===== src/rtl/stopwatch_counter.sv =====
// stopwatch_counter: BCD MM:SS stopwatch core with pause and adjust modes.
// Defining STOPWATCH_LAP_EN adds a lap snapshot that freezes the displayed digits.
module stopwatch_counter #(
    parameter int MAX_MIN = 59
) (
    input  logic       clk,
    input  logic       rst,
    input  logic       countclk,
    input  logic       adjclk,
    input  logic       blinkclk,
    input  logic       pause_btn,
    input  logic       adj,
    input  logic       sel,
    input  logic       lap,
    output logic [3:0] min_tens,
    output logic [3:0] min_ones,
    output logic [3:0] sec_tens,
    output logic [3:0] sec_ones,
    output logic [3:0] blank,
    output logic       paused
);
    localparam logic [7:0] MIN_LIM = {4'(MAX_MIN / 10), 4'(MAX_MIN % 10)};
    logic [7:0] min_r, sec_r, min_n, sec_n, min_d, sec_d;
    logic       cnt_prev, adj_prev, cnt_tick, adj_tick;
    // Wrap compares the full two-digit BCD value, so no illegal digit can appear.
    function automatic logic [7:0] bcd_inc(input logic [7:0] v, input logic [7:0] lim);
        return (v == lim) ? 8'h00 : (v[3:0] == 4'd9) ? {v[7:4] + 4'd1, 4'd0} : {v[7:4], v[3:0] + 4'd1};
    endfunction
    always_comb begin
        cnt_tick = countclk & ~cnt_prev;
        adj_tick = adjclk & ~adj_prev;
        sec_n = (adj ? adj_tick & sel : cnt_tick & ~paused) ? bcd_inc(sec_r, 8'h59) : sec_r;
        min_n = (adj ? adj_tick & ~sel : cnt_tick & ~paused & (sec_r == 8'h59)) ? bcd_inc(min_r, MIN_LIM) : min_r;
    end
    // History starts high so a divided clock already high at release is not a tick.
    always_ff @(posedge clk or posedge rst) begin
        if (rst) begin
            min_r    <= 8'h00;
            sec_r    <= 8'h00;
            paused   <= 1'b0;
            cnt_prev <= 1'b1;
            adj_prev <= 1'b1;
            blank    <= 4'b0000;
        end else begin
            min_r    <= min_n;
            sec_r    <= sec_n;
            paused   <= paused ^ pause_btn;
            cnt_prev <= countclk;
            adj_prev <= adjclk;
            blank    <= (adj & blinkclk) ? (sel ? 4'b0011 : 4'b1100) : 4'b0000;
        end
    end
`ifdef STOPWATCH_LAP_EN
    logic       lap_q;
    logic [7:0] min_s, sec_s;
    always_ff @(posedge clk or posedge rst) begin
        if (rst) begin
            lap_q <= 1'b0;
            min_s <= 8'h00;
            sec_s <= 8'h00;
        end else begin
            lap_q <= lap;
            if (lap & ~lap_q) begin
                min_s <= min_r;
                sec_s <= sec_r;
            end
        end
    end
    assign min_d = lap_q ? min_s : min_r;
    assign sec_d = lap_q ? sec_s : sec_r;
`else
    logic unused_lap;
    assign unused_lap = lap;
    assign min_d = min_r;
    assign sec_d = sec_r;
`endif
    assign {min_tens, min_ones} = min_d;
    assign {sec_tens, sec_ones} = sec_d;
endmodule

===== config.mk =====
export PLATFORM = sky130hd
export DESIGN_NAME = stopwatch_counter
export DESIGN_NICKNAME = d
export VERILOG_FILES = /design/src/rtl/stopwatch_counter.sv
export SDC_FILE = /design/constraint.sdc
export NUM_CORES = 1
export LEC_CHECK = 0
export BUFFER_PORTS_ARGS = -buffer_cell sky130_fd_sc_hd__buf_2
export CAP_MARGIN = 10
export CORE_MARGIN = 8
export CORE_UTILIZATION = 46
export CTS_CLUSTER_SIZE = 25
export DETAILED_ROUTE_END_ITERATION = 12
export HOLD_SLACK_MARGIN = 0.03
export PLACE_DENSITY = 0.74
export SYNTH_ARGS = -nofsm -noshare
export SYNTH_HDL_FRONTEND = slang
export SYNTH_SLANG_ARGS = --single-unit

===== constraint.sdc =====
create_clock -name clk -period 1.7 [get_ports clk]
set_input_delay 0.17 -clock clk [delete_from_list [all_inputs] [get_ports clk]]
set_output_delay 0.17 -clock clk [all_outputs]
set_load 0.02 [all_outputs]

Word level (Yosys, flattened, before mapping). Cells that the tools add are included.

Bits of input ports: 9. Flip-flop bits (word level): 23. Logic and storage cells: 40. Output and inout bits: 21.

Muxes and demuxes: 8. Equality and inequality tests: 4. Add/sub/neg operators: 4. Bitwise logic cells: 12. Reduce and logical (&&, ||, !) cells: 4.

Operators with widths (number): 8-bit two-way mux (4); 4-bit by 1-bit adder with 4-bit output (second input constant) (4); 8-bit by 7-bit equality test with 1-bit output (second input constant) (2); 4-bit equality test (second input constant) (2); 4-bit two-way mux (2); 1-bit bitwise AND (7); 1-bit inverter (4); 2-bit AND reduction (2); 2-bit nonzero test (2); 1-bit two-way mux (2); 1-bit XOR (1).

Longest topological paths before layout.
Word-level depth: 6. Depth in mapped cells: 7.

Worst setup path after synthesis. OpenSTA, ideal clock, no wires.

Path type: register to register. Start: register sec_r[5] (netlist: sec_d[5]). End: register min_r[4] (netlist: min_d[4]). Cell stages (with the launch flop): 7. Data arrival time: 1.799 ns. Path slack: -0.227 ns. Library setup time: 0.128 ns. Data required time: 1.572 ns. Period minus slack after synthesis: 1.927 ns. Cell sequence: dfrtp_1 inv_1 ha_1 and3b_1 a31oi_2 nand2b_1 mux2_1.

Cells in the longest elaborated chain, start to end: 4.

Ends and longest elaborated chain: start: declaration (line 23) `logic [7:0] min_r, sec_r, min_n, sec_n, min_d, sec_d;`; start signal: assignment (line 46) `sec_r <= sec_n;`; 8-bit by 7-bit equality test with 1-bit output (line 33) `min_n = (adj ? adj_tick & ~sel : cnt_tick & ~paused & (sec_r == 8'h59)) ? bcd_inc(min_r, MIN_LIM) : min_r;`; 1-bit bitwise AND (line 33); 1-bit two-way mux (line 33); 2-bit AND reduction (no line); end signal: assignment (line 45) `min_r <= min_n;`; end: declaration (line 23).

No other way between the ends. A chain may end at the register's enable or synchronous reset.

Worst setup path in the final report.
Start: register cnt_prev. End: register sec_r[7] (netlist: sec_d[7]).

Cells in the longest elaborated chain, start to end: 5.

Ends and longest elaborated chain: start: declaration (line 24) `logic cnt_prev, adj_prev, cnt_tick, adj_tick;`; start signal: assignment (line 48) `cnt_prev <= countclk;`; 1-bit inverter (line 30) `cnt_tick = countclk & ~cnt_prev;`; 1-bit bitwise AND (line 30); 1-bit bitwise AND (line 32) `sec_n = (adj ? adj_tick & sel : cnt_tick & ~paused) ? bcd_inc(sec_r, 8'h59) : sec_r;`; 1-bit two-way mux (line 32); 2-bit AND reduction (no line).

No other way between the ends.

==> summary.txt <==
Layout
  • Antenna cells: 0
  • Filler cell count: 205
  • Final net count: 165
  • Commonest non-fill, non-tap cell in the layout: buf_2
  • Layout area overhead: 34.6%
  • Commonest non-fill, non-tap cells in the layout: buf_2 (28), dfrtp_1 (13), buf_4 (13)
  • Post-route cell area: 1510 um^2
  • Layout cells sized above 1: 51.0%

Logic synthesis
  • Area leader, netlist: dfrtp_1
  • Register area share after synthesis: 47.0%
  • Cells after synthesis: 102
  • Post-synth EDFFs: 0
  • Synth area leaders: dfrtp_1 (42%), ha_1 (8.9%), dfstp_2 (4.7%), mux2_2 (4.0%), nor2_1 (3.7%)
  • Synth Net Count: 119
  • Syn Area/Cell: 11.0 um^2
  • Mapped Area: 1120 um^2
  • #FFs+latches synth: 21
  • Top_reg_cell synth: dfrtp_1
  • Syn. warnings: 0
  • Async S/R FF share, synth: 100%
  • Unique masters post-synth: 35
  • Top-area cell type share of the netlist area: 42.4%

CTS
  • CTS buffer count: 3
  • CTS tree: done
  • Skew-Pair Late Insertion Delay: 0.30 ns
  • Reg clk slew, reported paths: 0.12 ns
  • TritonCTS Sinks: 21
  • Htree depth: 1
  • Longest Clk Path Bufs: 2
  • Root buffer cell: clkbuf_4

GRT
  • GRT overflow: 0
  • Initial antenna violation count: 0
  • First-pass GRT wire length: 4440 um
  • GRT Total Usage: 12.7%
  • Vias in the first global route: 1020
  • Maximum number of pins on one net before global-route repair: 22

Timing
  • Final setup viols: 1
  • Max-slew violation count: 0
  • Worst slew pin tran: 0.509 ns
  • Min Tclk post-route: 1.72 ns
  • Final WS setup: -0.0154 ns
  • Final period util: 101%
  • Clock skew: 0.00553 ns
  • Final hold slack: 0.0426 ns
  • RSZ-0062 raised after global routing: yes
  • Fin. Hold Viols: 0
  • Rel. slew slack: 65.6%
  • Max Clock Freq: 0.583 GHz

Power and ir drop
  • PD cells: 1270 nW/um^2
  • VDD IR max: 944 uV
  • Pleak: 0.000759 uW

Floorplanning
  • Initial Util: 47.0%
  • Die Ht: 65.4 um
  • Core ar.: 2390 um^2
  • Die Wd: 65.4 um
  • Std-Cell Rows: 18
  • Die area: 4280 um^2
  • Ports: 30

Outcome
  • Outcome: finished with violations
  • Failing checks: negative setup slack

Critical path
  • CP max FO: 6
  • FF-to-FF End: sec_d[7]
  • Crit-path cells: or4b_4 -> a21boi_4 -> nand4_2 -> mux2_4
  • CP delay by family, top: simple AND/OR/NAND/NOR gates
  • Worst Setup Start Kind: register
  • CP Class: register to register
  • Critical path required time: 1.90 ns
  • Worst R2R Start: cnt_prev
  • Worst path slowest cell: or4b_4
  • Largest stage delay on the critical path: 0.56 ns
  • Flop2flop setup slack: -0.02 ns
  • R2R depth: 4
  • Crit path buffers/inverters: 0
  • CP Capture Type: register
  • WP data arrival: 1.91 ns

Worst hold path
  • HP Class: primary input to register
  • Worst Hold Path EP: paused
  • Hold_sp: pause_btn
  • Hold-critical path depth: 2

Detailed routing
  • Post-route antenna net violation count: 0
  • DR pass1 iterations: 4
  • Routed length per instance: 14.1 um
  • Routed vias: 917
  • Initial DRC Count: 45
  • DR vias/cell: 5.18
  • Post-route DRC: 0
  • Post-Route WL: 2500 um

Place
  • Port Buffers: 28
  • DP Area: 1420 um^2
  • Dpl hpwl: 1940 um
  • GPL Wtd Cong: 0.705

Flow run
  • Total of max-cap violations: 0
## Yosys cell counts (all sizes together) (3+ instances only)
cell   count
mux2       7
dfrtp     19
nor2b      5
ha         8
nor2      11
and3b      3
inv        5
o21ai      8
nand2      6
## routing by layer
metal | up-vias | wire (um) | track usage [%] | part of all wire [%]
li1 | 446 | - | - | -
met1 | 448 | 1030 | 13.6 | 41
met2 | 19 | 1340 | 23.5 | 54
met3 | 4 | 101 | 3.06 | 4.0
met4 | 0 | 25 | 4.90 | 1.0
met5 | - | 0 | 0 | 0
## kinds of logic (layout without fill, tap and decap cells)
| group | after synthesis | after routing | share of synthesized area, % |
|---|---|---|---|
| AO/OA/AOI/OAI | 19 | 19 | 12.6 |
| AND/OR/NAND/NOR | 38 | 38 | 20.0 |
| XOR/XNOR | 1 | 1 | 0.781 |
| buffers and inverters | 8 | 53 | 3.34 |
| multiplexers | 7 | 7 | 7.36 |
| flip-flops | 21 | 21 | 47.0 |
| adder cells (fa/ha/maj) | 8 | 8 | 8.92 |
## repair_timing
| action | 4_1_cts | 5_1_grt |
|---|---|---|
| gates resized for setup | 1 | 3 |
| pin swaps | 3 | 2 |
| buffers inserted | 2 | 0 |
| endpoints found under the setup margin | 2 | 10 |
| hold endpoints to repair | 21 | 0 |
| hold buffers | 3 | 0 |
| gates cloned | 0 | 0 |
## final cells by class
type | instances | area [um^2] | area share [%]
inverters | 5 | 18.8 | 1.24
repair buffers | 44 | 268 | 17.7
multi-input cells | 73 | 624 | 41.3
well taps | 30 | 37.5 | 2.49
clock buffers | 4 | 26.3 | 1.74
flip-flops and latches | 21 | 536 | 35.5
## per-stage QoR
step	utilization (%)	TNS (ns)	total power, uW	setup slack [ns]	std cells
6_report	63.3	-0.0154	1920	-0.0154	177
5_1_grt	63.3	-0.137	2060	-0.0766	177
4_1_cts	62.7	-0.0352	1940	-0.0352	177
3_5_place_dp	59.6	-0.0179	1680	-0.0179	168
3_3_place_gp	59.6	0	1620	0.0200	168
2_1_floorplan	-	-0.102	1330	-0.0366	102
## state kept, by name, summed over array words and instances, names as in the netlist
register	count
sec_d	8
paused	1
cnt_prev	1
blank	2
min_d	8
adj_prev	1
## power breakdown
group	total (uW)	switching (uW)	internal [uW]	leakage (uW)
clock network	242	151	91.3	0.0000150
registers	767	130	637	0.000258
logic	911	491	420	0.000485
## worst max-delay path by stage
stage          cells after the start  startpoint  slack, ns       end
2_1_floorplan                      5    sec_d[0]      -0.04  min_d[4]
4_1_cts                            4    cnt_prev      -0.04  sec_d[7]
6_report                           4    cnt_prev      -0.02  sec_d[7]
3_5_place_dp                       4      paused      -0.02  sec_d[7]
3_3_place_gp                       4      paused       0.02  sec_d[7]
5_1_grt                            4    cnt_prev      -0.08  sec_d[7]
Power figures use the tool's default switching activity.
